<file path="src/rtl/instruction_encoder.sv">
// instruction_encoder
// Packs decoded RV32 fields into a 32-bit instruction word, rejects immediates
// that the chosen format cannot represent, and tags every word with a memory
// address from an auto-incrementing counter. Stage 1 packs and checks the
// bundle. Stage 2 tags the word and presents it to the sink.
module instruction_encoder #(
    parameter logic [31:0] BASE_ADDR = 32'h0000_0000,
    parameter int unsigned ERR_CNT_W = 8
) (
    input  logic                 clk,
    input  logic                 rst_n,
    input  logic                 in_valid,
    output logic                 in_ready,
    input  logic [2:0]           in_fmt,
    input  logic [6:0]           in_opcode,
    input  logic [4:0]           in_rd,
    input  logic [4:0]           in_rs1,
    input  logic [4:0]           in_rs2,
    input  logic [2:0]           in_funct3,
    input  logic [6:0]           in_funct7,
    input  logic [31:0]          in_imm,
    input  logic                 addr_load,
    input  logic [31:0]          addr_val,
    output logic                 out_valid,
    input  logic                 out_ready,
    output logic [31:0]          out_inst,
    output logic [31:0]          out_addr,
    output logic                 out_err,
    output logic [ERR_CNT_W-1:0] err_count
);

    localparam logic [2:0]  FMT_R    = 3'd0;
    localparam logic [2:0]  FMT_I    = 3'd1;
    localparam logic [2:0]  FMT_S    = 3'd2;
    localparam logic [2:0]  FMT_B    = 3'd3;
    localparam logic [2:0]  FMT_U    = 3'd4;
    localparam logic [2:0]  FMT_J    = 3'd5;
    localparam logic [31:0] NOP_INST = 32'h0000_0013;   // addi x0, x0, 0

    // Scatter the fields into the instruction layout of the given format.
    function automatic logic [31:0] pack_word(
        input logic [2:0]  fmt,
        input logic [6:0]  op,
        input logic [4:0]  rd,
        input logic [4:0]  rs1,
        input logic [4:0]  rs2,
        input logic [2:0]  f3,
        input logic [6:0]  f7,
        input logic [31:0] imm
    );
        logic [31:0] w;
        w = NOP_INST;
        case (fmt)
            FMT_R:   w = {f7, rs2, rs1, f3, rd, op};
            FMT_I:   w = {imm[11:0], rs1, f3, rd, op};
            FMT_S:   w = {imm[11:5], rs2, rs1, f3, imm[4:0], op};
            FMT_B:   w = {imm[12], imm[10:5], rs2, rs1, f3, imm[4:1], imm[11], op};
            FMT_U:   w = {imm[31:12], rd, op};
            FMT_J:   w = {imm[20], imm[10:1], imm[11], imm[19:12], rd, op};
            default: w = NOP_INST;
        endcase
        return w;
    endfunction

    // A value fits a signed N-bit field when bits [31:N-1] are all copies of
    // the sign bit. Branch and jump offsets must also be halfword aligned.
    function automatic logic imm_reject(
        input logic [2:0]         fmt,
        input logic signed [31:0] imm
    );
        logic rej;
        case (fmt)
            FMT_R:        rej = 1'b0;
            FMT_I, FMT_S: rej = !((&imm[31:11]) || !(|imm[31:11]));
            FMT_B:        rej = imm[0] || !((&imm[31:12]) || !(|imm[31:12]));
            FMT_U:        rej = |imm[11:0];
            FMT_J:        rej = imm[0] || !((&imm[31:20]) || !(|imm[31:20]));
            default:      rej = 1'b1;
        endcase
        return rej;
    endfunction

    // Error counter sticks at all-ones instead of wrapping.
    function automatic logic [ERR_CNT_W-1:0] sat_inc(input logic [ERR_CNT_W-1:0] cnt);
        return (&cnt) ? cnt : cnt + ERR_CNT_W'(1);
    endfunction

    logic                 vld_p1_q, vld_p1_d;
    logic [31:0]          inst_p1_q, inst_p1_d;
    logic                 err_p1_q, err_p1_d;
    logic                 vld_p2_q, vld_p2_d;
    logic [31:0]          inst_p2_q, inst_p2_d;
    logic [31:0]          addr_p2_q, addr_p2_d;
    logic                 err_p2_q, err_p2_d;
    logic [31:0]          addr_cnt_q, addr_cnt_d;
    logic [ERR_CNT_W-1:0] err_cnt_q, err_cnt_d;

    logic        adv_p1;     // stage 1 may hand its content to stage 2
    logic        accept;     // bundle transfer this cycle
    logic        load_p2;    // a real word moves from stage 1 to stage 2
    logic        rej_p0;
    logic [31:0] addr_tag;   // address given to a word entering stage 2

    assign adv_p1   = !vld_p2_q || out_ready;
    assign in_ready = !vld_p1_q || adv_p1;
    assign accept   = in_valid && in_ready;
    assign load_p2  = vld_p1_q && adv_p1;
    assign rej_p0   = imm_reject(in_fmt, in_imm);
    // A reload coincident with a stage-2 load tags that word directly.
    assign addr_tag = addr_load ? addr_val : addr_cnt_q;

    // ---- stage 0 -> 1: pack and range-check the incoming bundle
    // Stage 1 next state: capture on accept, drain when passed downstream.
    always_comb begin
        vld_p1_d  = vld_p1_q;
        inst_p1_d = inst_p1_q;
        err_p1_d  = err_p1_q;
        if (accept) begin
            vld_p1_d  = 1'b1;
            err_p1_d  = rej_p0;
            inst_p1_d = rej_p0 ? NOP_INST
                               : pack_word(in_fmt, in_opcode, in_rd, in_rs1, in_rs2,
                                           in_funct3, in_funct7, in_imm);
        end else if (adv_p1) begin
            vld_p1_d = 1'b0;
        end
    end

    // Stage 1 register.
    always_ff @(posedge clk or negedge rst_n) begin
        if (!rst_n) begin
            vld_p1_q  <= 1'b0;
            inst_p1_q <= 32'h0;
            err_p1_q  <= 1'b0;
        end else begin
            vld_p1_q  <= vld_p1_d;
            inst_p1_q <= inst_p1_d;
            err_p1_q  <= err_p1_d;
        end
    end

    // ---- stage 1 -> 2: address tagging and error accounting
    // Stage 2, address counter and error counter next state.
    always_comb begin
        vld_p2_d   = vld_p2_q;
        inst_p2_d  = inst_p2_q;
        addr_p2_d  = addr_p2_q;
        err_p2_d   = err_p2_q;
        addr_cnt_d = addr_cnt_q;
        err_cnt_d  = err_cnt_q;
        if (adv_p1) begin
            vld_p2_d = vld_p1_q;
        end
        if (load_p2) begin
            inst_p2_d  = inst_p1_q;
            err_p2_d   = err_p1_q;
            addr_p2_d  = addr_tag;
            addr_cnt_d = addr_tag + 32'd4;
            if (err_p1_q) begin
                err_cnt_d = sat_inc(err_cnt_q);
            end
        end else if (addr_load) begin
            addr_cnt_d = addr_val;
        end
    end

    // Stage 2 register plus the address and error counters.
    always_ff @(posedge clk or negedge rst_n) begin
        if (!rst_n) begin
            vld_p2_q   <= 1'b0;
            inst_p2_q  <= 32'h0;
            addr_p2_q  <= 32'h0;
            err_p2_q   <= 1'b0;
            addr_cnt_q <= BASE_ADDR;
            err_cnt_q  <= '0;
        end else begin
            vld_p2_q   <= vld_p2_d;
            inst_p2_q  <= inst_p2_d;
            addr_p2_q  <= addr_p2_d;
            err_p2_q   <= err_p2_d;
            addr_cnt_q <= addr_cnt_d;
            err_cnt_q  <= err_cnt_d;
        end
    end

    assign out_valid = vld_p2_q;
    assign out_inst  = inst_p2_q;
    assign out_addr  = addr_p2_q;
    assign out_err   = err_p2_q;
    assign err_count = err_cnt_q;

endmodule

</file>
<file path="config.mk">
export PLATFORM = sky130hd
export DESIGN_NAME = instruction_encoder
export DESIGN_NICKNAME = d
export VERILOG_FILES = /design/src/rtl/instruction_encoder.sv
export SDC_FILE = /design/constraint.sdc
export NUM_CORES = 1
export LEC_CHECK = 0
export ABC_AREA = 1
export CORE_ASPECT_RATIO = 1.4
export CORE_MARGIN = 5
export CORE_UTILIZATION = 46
export DETAILED_ROUTE_END_ITERATION = 7
export GPL_ROUTABILITY_DRIVEN = 0
export PLACE_DENSITY = 0.86
export SLEW_MARGIN = 40
export SYNTH_ARGS = -nofsm -noshare
export SYNTH_HDL_FRONTEND = slang
export SYNTH_SLANG_ARGS = --single-unit
export TNS_END_PERCENT = 1
</file>
<file path="constraint.sdc">
create_clock -name clk -period 4 [get_ports clk]
set_input_delay 0.6 -clock clk [delete_from_list [all_inputs] [get_ports clk]]
set_output_delay 0.6 -clock clk [all_outputs]
set_load 0.01 [all_outputs]
</file>
### Word-level counts from Yosys, hierarchy flattened

Cells that the tools add are included.

* flip-flop bits (word level): 140
* output and inout bits: 75
* word-level logic and storage cells: 53

* $add $sub $neg: 2
* equal/unequal tests: 5
* muxes and demuxes: 7
* bitwise operators: 1
* reduce and logical (&&, ||, !) cells: 29

Operators by type and width (count)
* case mux 32 bit (6 select lines): 1
* two-way mux 32 bit: 3
* adder 32 x 3 -> 32 bit, second input constant: 1
* OR reduction 12 bit: 2
* AND reduction 21 bit: 1
* OR reduction 21 bit: 1
* AND reduction 20 bit: 1
* OR reduction 20 bit: 1
* AND reduction 12 bit: 1
* adder 8 x 1 -> 8 bit, second input constant: 1
* zero test 1 bit: 8
* AND reduction 8 bit: 1
* logical OR 1 bit: 7
* equality test 3 x 2 -> 1 bit, second input constant: 2
* equality test 3 bit, second input constant: 2
* case mux 1 bit (5 select lines): 1
* equality test 3 x 1 -> 1 bit, second input constant: 1
* zero test 3 bit: 1
* AND reduction 3 bit: 1
* logical AND 1 bit: 2
* two-way mux 1 bit: 2
* nonzero test 2 bit: 1
* OR reduction 2 bit: 1
* inverter 1 bit: 1

### Depth between registers and ports, before layout

Gate-level depths: netlist of run 1.

* depth in word-level cells: 7
* mapped depth: 15
* gate-level depth less buffers: 14

### Worst setup path after synthesis of run 1

Ideal clock, no wire load.

* kind: input port to flip-flop
* start point: input addr_load
* end point: register addr_cnt_q[26]
* arrival time: 2.045 ns
* data required time: 3.883 ns
* setup slack: 1.838 ns
* stages on the path: 15
* buffers on the path: 2
* path through: buf_6 -> buf_6 -> nand2_1 -> o21ai_1 -> inv_1 -> ha_1 -> inv_1 -> nor2_1 -> nand3_2 -> clkinv_1 -> nand2_2 -> nor2_4 -> nand2_1 -> nand2_1 -> nand2_1

* word-level cells in the longest chain between the ends: 3

Ends and longest elaborated chain
* from (decl): RTL line 22 `input logic addr_load,`
* two-way mux 32 bit
* named net addr_tag[2]: RTL line 102 `logic [31:0] addr_tag;`
* adder 32 x 3 -> 32 bit: RTL line 158 `addr_cnt_d = addr_tag + 32'd4;`
* two-way mux 32 bit: RTL line 154 `if (load_p2) begin`
* named net addr_cnt_d[26]: RTL line 95 `logic [31:0] addr_cnt_q, addr_cnt_d;`
* to (signal assigned): RTL line 181 `addr_cnt_q <= addr_cnt_d;`
* to (decl): RTL line 95

The timed path passes the listed nets, and every way through them passes these cells.
A chain may end at the register's enable or synchronous reset.

### Final worst setup path of run 1

Same ends and word-level chain as after synthesis.

==> results of run 1 <==
## state kept, by name, indices dropped and copies added, names as in the netlist
signal and cells:
addr_cnt_q 32, err_count 8, err_p1_q 1, inst_p1_q 32, out_addr 32, out_err 1
out_inst 32, out_valid 1, vld_p1_q 1
## worst max-delay path by stage
stage,startpoint,end,slack [ps],cells after the start
global placement,addr_load,addr_cnt_q[26]$_DFF_PN0_,1090,13
CTS,addr_load,addr_cnt_q[26]$_DFF_PN0_,1420,13
detailed placement,addr_load,addr_cnt_q[26]$_DFF_PN0_,990,13
global route,addr_load,addr_cnt_q[26]$_DFF_PN0_,1220,13
finish,addr_load,addr_cnt_q[26]$_DFF_PN0_,1360,13
floorplan,addr_load,addr_cnt_q[26]$_DFF_PN0_,1840,15
## cell type report
class	instances	area [sq um]	share of cell area, %
Inverter	77	294.0	2.992
Sequential cell	140	3503	35.65
Clock buffer	18	439.2	4.469
Tap cell	196	245.2	2.496
Timing Repair Buffer	188	1894	19.28
Multi-Input combinational cell	708	3262	33.19
Clock inverter	13	188.9	1.923
## power breakdown
group	leakage, nW	switching (mW)	internal, mW	total [mW]
Combinational	2.72	0.636	0.608	1.24
Clock	0.291	0.614	1.06	1.67
Sequential	1.77	0.153	1.68	1.83
Total	4.77	1.40	3.35	4.75
## stage by stage
stage          instances  util (%)
4_1_cts             1339     63.06
3_3_place_gp        1308     58.99
2_1_floorplan        957         -
5_1_grt             1340     63.24
6_report            1340     63.24
3_5_place_dp        1308     59.02
## routing by layer
metal  vias up  track usage, %  share of wire (%)
met5         -               0                  0
met4         0           11.03                4.1
met3        64           4.608                7.4
met2       292           37.24                 51
met1      3158           24.90                 38
li1       3368               -                  -
## kinds of logic (layout without fill, tap and decap cells)
family	Yosys count	after routing
DFF	140	140
muxes	1	1
adders and majority gates	2	2
xor gates and xnor gates	21	21
and+or+nand+nor	616	616
AOI/OAI and AO/OA	68	68
buffers and inverters	109	296
## cells in the final DEF, fill, tap and decap left out, types with 7 or more instances in the layout
cell type        count
nand2_1            400
o211ai_1             7
nor2_2              13
nand3_1             63
nor2_1              78
inv_2                7
nor3_1              10
o21ai_0             28
clkbuf_16           17
inv_1               68
buf_4                8
nand4_1             11
clkdlybuf4s50_1    177
dfrtp_1            140
a31oi_1             12
nand2_2             29
a22o_1               9
xor2_1              16
## worst reg2reg max path, delay by kind of cell, from the launching register on
| family | cells | cell delay (ps) |
|---|---|---|
| buf+inv | 3 | 700 |
| simple gates | 7 | 660 |
| flops | 1 | 400 |
| compound gates | 1 | 160 |
==> impl_metrics.json, run 1 <==
{
  "grt_overflow": 0,
  "maxSlewViolCount": 0,
  "critical_path_class": "in -> reg",
  "worst_pin_slew_ps": 570.0,
  "antenna_found_initial": 0,
  "critical_path.max_stage_delay_ps": 780,
  "ir_worst_vdd_v": 0.0003167,
  "syn_to_final_growth_pct": 35.09,
  "worstPathMaxFanout": 10,
  "ys_types": 39,
  "row_count": 54,
  "power_mw": 4.751,
  "cts.sinks": 140,
  "diodes": 0,
  "ant_nets": 0,
  "viasPerCell": 5.136,
  "cts_hold_repair.buffers": 0,
  "slew_headroom_pct": 61.86,
  "ys_async_sr_fraction_pct": 100.0,
  "worstPathArrival_ps": 2930,
  "wl_um": 19850,
  "firstDrtPassIters": 5,
  "fin_ws_ps": 1360,
  "fin_skew_ps": 8.118,
  "wire_per_inst_um": 14.81,
  "ys_seq_area_share_pct": 48.16,
  "portBuffers": 178,
  "synthSimpleGateAreaFrac_pct": 35.90,
  "cts-root-buf": "clkbuf_16",
  "setup_violations": 0,
  "cts_made_buffers": 17,
  "timing.hold.ws_ps": 68.15,
  "grt_max_degree": 106,
  "cts_tree": "built",
  "r2r_end": "inst_p1_q[10]$_DFFE_PN0P_",
  "synth.area.top_cells": "dfrtp_1, nand2_1, nand3_1",
  "cp_num_buf_inv": 4,
  "fillCellCount": 1274,
  "grt_pass1_vias": 6814,
  "clk_pin_slew_ps": 60,
  "status": "complete, no violations",
  "syn_nets": 1063,
  "cellLeakagePower_nw": 4.775,
  "synth.largest_area_cell": "dfrtp_1",
  "ys_seq_elements": 140,
  "hpwl_um": 14560,
  "finalCritPeriodShare_pct": 65.99,
  "synth_area_sq_mm": 0.007274,
  "core-area_sq_mm": 0.01554,
  "min_path_type": "in -> async",
  "grt_pass1_wl_um": 32420,
  "die_h_um": 158.8,
  "r2r_start": "out_valid$_DFFE_PN0P_",
  "die_area_sq_mm": 0.01846,
  "htreeDepth": 4,
  "hold_viol_final": 0,
  "powerDensity_mw_per_mm2": 483.5,
  "synth_top_cells_by_count": "nand2_1, dfrtp_1, nor2_1",
  "cts_setup_buffers": 0,
  "clk_latency_ps": 410,
  "initial_core_util_pct": 46.81,
  "post-synth-top-count-cell": "nand2_1",
  "synth_top_family_by_area": "simple AND/OR/NAND/NOR gates",
  "vias": 6882,
  "dp_slack_ps": 991.0,
  "cap_violations": 0,
  "postSynthCellCount": 957,
  "track_usage_pct": 21.68,
  "clk_path_buf_depth": 2,
  "cp_slowest_cell": "clkdlybuf4s50_1",
  "fin_tns_setup_ps": 0,
  "postPlaceCellArea_sq_mm": 0.009171,
  "layout.nets": 1238,
  "synth_edf_count": 0,
  "syn_area_per_cell_sq_um": 7.601,
  "required_ps": 4290,
  "crit_family": "buffers and inverters",
  "synth_compound_area_share_pct": 5.882,
  "end_kind": "register",
  "startpoint_type": "input pin",
  "synth.top_cell.area_share_pct": 48.16,
  "cp_common_cell": "nand2_1",
  "synthAdderAreaFrac_pct": 0.3440,
  "max_clock_freq_mhz": 378.8,
  "post-route-cell-area_sq_mm": 0.009827,
  "fin_crit_ps": 2640,
  "cts_resized": 0,
  "ys_warn_count": 0,
  "reg2regPathDepth": 11,
  "route.detailed.drc": 0,
  "synth_mux_area_share_pct": 0.1548,
  "drive_above_1_share_pct": 9.178,
  "synth_xor_area_share_pct": 2.528,
  "num_io_pins": 179,
  "synth-main-ff-cell": "dfrtp_1",
  "die_w_um": 116.3,
  "rrSetupSlack_ps": 2020,
  "drt_iter0_drc": 595,
  "crit_chain": "clkdlybuf4s50_1, o21ai_1, inv_1, ha_1, inv_1, nor2_1, nand3_2, clkinv_1, nand2_2, nor2_4, nand2_1, nand2_1, nand2_1",
  "rsz0062_at_grt": "no"
}
(Power assumes the default switching activity.)
==> inputs of run 2 (changes only) <==
clock period = 2.5 ns   (was 4 ns; I/O delays follow)
==> run 2 against run 1 <==
  * Cell count increased by 0.90%
  * Sequential share of layout area decreased by 0.13 points
  * Register-to-register slack got worse by 1300 ps
  * Largest cell class unchanged
==> impl_metrics.json, run 2 (synthesis results as in run 1) <==
{
  "fin_cells": 1352,
  "layout_common_cells": "nand2_1, clkdlybuf4s50_1, dfrtp_1, nor2_1, inv_1",
  "place_inst": 1319,
  "cp_common_cell": "nand2_1",
  "clk_path_buf_depth": 2,
  "fillCellCount": 1314,
  "layout_commonest_cell": "nand2_1",
  "portBuffers": 178,
  "grt_overflow": 0,
  "wire_per_inst_um": 14.72,
  "die_area_sq_mm": 0.01846,
  "worstPathArrival_ps": 2390,
  "drive_above_1_share_pct": 9.948,
  "dp_slack_ps": 53.82,
  "cellLeakagePower_nw": 4.814,
  "timing.hold.ws_ps": 469.1,
  "wl_um": 19900,
  "max_clock_freq_mhz": 476.4,
  "internal_power_mw": 5.071,
  "cp_num_buf_inv": 3,
  "clk_latency_ps": 410,
  "route.detailed.drc": 0,
  "combPwrFrac_pct": 27.6,
  "postPlaceCellArea_sq_mm": 0.009288,
  "min_path_type": "reg -> reg",
  "drt_iter0_drc": 542,
  "track_usage_pct": 22.11,
  "ir_worst_vdd_v": 0.0004642,
  "die_h_um": 158.8,
  "fin_util_pct": 63.47,
  "cts-root-buf": "clkbuf_16",
  "clk_pin_slew_ps": 60,
  "critical_path.max_stage_delay_ps": 430,
  "antenna_found_initial": 0,
  "setup_violations": 0,
  "diodes": 0,
  "grt_pass1_vias": 7087,
  "ant_nets": 0,
  "layout.nets": 1249,
  "num_io_pins": 179,
  "maxSlewViolCount": 0,
  "die_w_um": 116.3,
  "clockPowerShare_pct": 32.5,
  "cp_slowest_cell": "clkdlybuf4s50_1",
  "fin_skew_ps": 6.561,
  "cts_setup_buffers": 0,
  "post-route-cell-area_sq_mm": 0.009863,
  "required_ps": 2800,
  "cts_tree": "built",
  "htreeDepth": 4,
  "cap_violations": 0,
  "initial_core_util_pct": 46.81,
  "finalCritPeriodShare_pct": 83.96,
  "fin_crit_ps": 2099,
  "worstPathMaxFanout": 30,
  "grt_pass1_wl_um": 33200,
  "fin_tns_setup_ps": 0,
  "hold_viol_final": 0,
  "viasPerCell": 5.113,
  "vias": 6913,
  "critical_path_class": "in -> reg",
  "core-area_sq_mm": 0.01554,
  "power_mw": 7.334,
  "startpoint_type": "input pin",
  "crit_chain": "clkdlybuf4s50_1, buf_4, inv_6, nand2_1, nand2_1, nand2_1, nor2_2, nand3_2, nor2_4, nand3_1, nand2_1, nand2_1",
  "switchingPower_mw": 2.263,
  "crit_family": "simple AND/OR/NAND/NOR gates",
  "cts.sinks": 140,
  "cts_resized": 0,
  "swShare_pct": 30.85,
  "seqPwrFrac_pct": 40.0,
  "hpwl_um": 15200,
  "status": "complete, no violations",
  "end_kind": "register",
  "powerDensity_mw_per_mm2": 743.5,
  "cts_made_buffers": 17,
  "row_count": 54,
  "worst_pin_slew_ps": 480.7,
  "firstDrtPassIters": 5,
  "rsz0062_at_grt": "no",
  "grt_max_degree": 72,
  "slew_headroom_pct": 67.96,
  "fin_ws_ps": 401.1,
  "syn_to_final_growth_pct": 35.59
}
## run 2: changes by cell type in the layout (fill, tap and decap cells not counted), moves of 3 or more
cell / previous run / this run
buf_4: 8 / 16
buf_12: 1 / 4
clkinv_4: 0 / 4
clkinvlp_4: 5 / 2
bufinv_16: 4 / 1
## run 2: what timing repair did
action	in CTS	in global routing
endpoints found under the setup margin	0	0
endpoints found under the hold margin	46	0
hold buffers	1	0
## run 2: area by class of cell
cell class	instances	area, sq um	share of cell area, %
flip-flops and latches	140	3503	35.52
multi-input cells	708	3262	33.07
repair buffers	199	1993	20.21
clock buffers	18	429.2	4.351
inverters	77	294.0	2.981
well taps	196	245.2	2.486
clock inverters	14	136.4	1.383
## run 2: metal layers
layer / vias up / track usage (%) / share of wire [%]
li1: 3390 / - / -
met1: 3193 / 25.46 / 38
met2: 275 / 38.49 / 52
met3: 55 / 4.265 / 6.4
met4: 0 / 10.66 / 3.8
met5: - / 0 / 0
## run 2: worst paths after layout
kind	startpoint	end	slack (ps)	cells past startpoint
max in group asynchronous	rst_n	out_inst[9]$_DFFE_PN0P_	1310	3
worst max-delay path	addr_load	addr_cnt_q[21]$_DFF_PN0_	400	12
worst min register to register	inst_p1_q[3]$_DFFE_PN0P_	out_inst[3]$_DFFE_PN0P_	470	2
worst min-delay path	inst_p1_q[3]$_DFFE_PN0P_	out_inst[3]$_DFFE_PN0P_	470	2
worst max register to register	addr_cnt_q[3]$_DFF_PN0_	addr_cnt_q[28]$_DFF_PN0_	730	12
min in group asynchronous	rst_n	addr_cnt_q[13]$_DFF_PN0_	480	2
## run 2: tightest hold or removal path: stages, from the launching register on
cell     delay (ps)
dfrtp_1         340
nand2_1          50
nand2_1          40
## run 2: power by group through the flow
| stage | Combinational, mW | Sequential, mW | Clock (mW) |
|---|---|---|---|
| after global placement | 1.99 | 2.95 | 0 |
| after global routing | 2.21 | 2.98 | 2.52 |
| final | 2.02 | 2.93 | 2.38 |
| after detailed placement | 2.03 | 2.97 | 0 |
| after floorplan | 0.788 | 3.08 | 0 |
| after CTS | 2.04 | 2.93 | 2.42 |
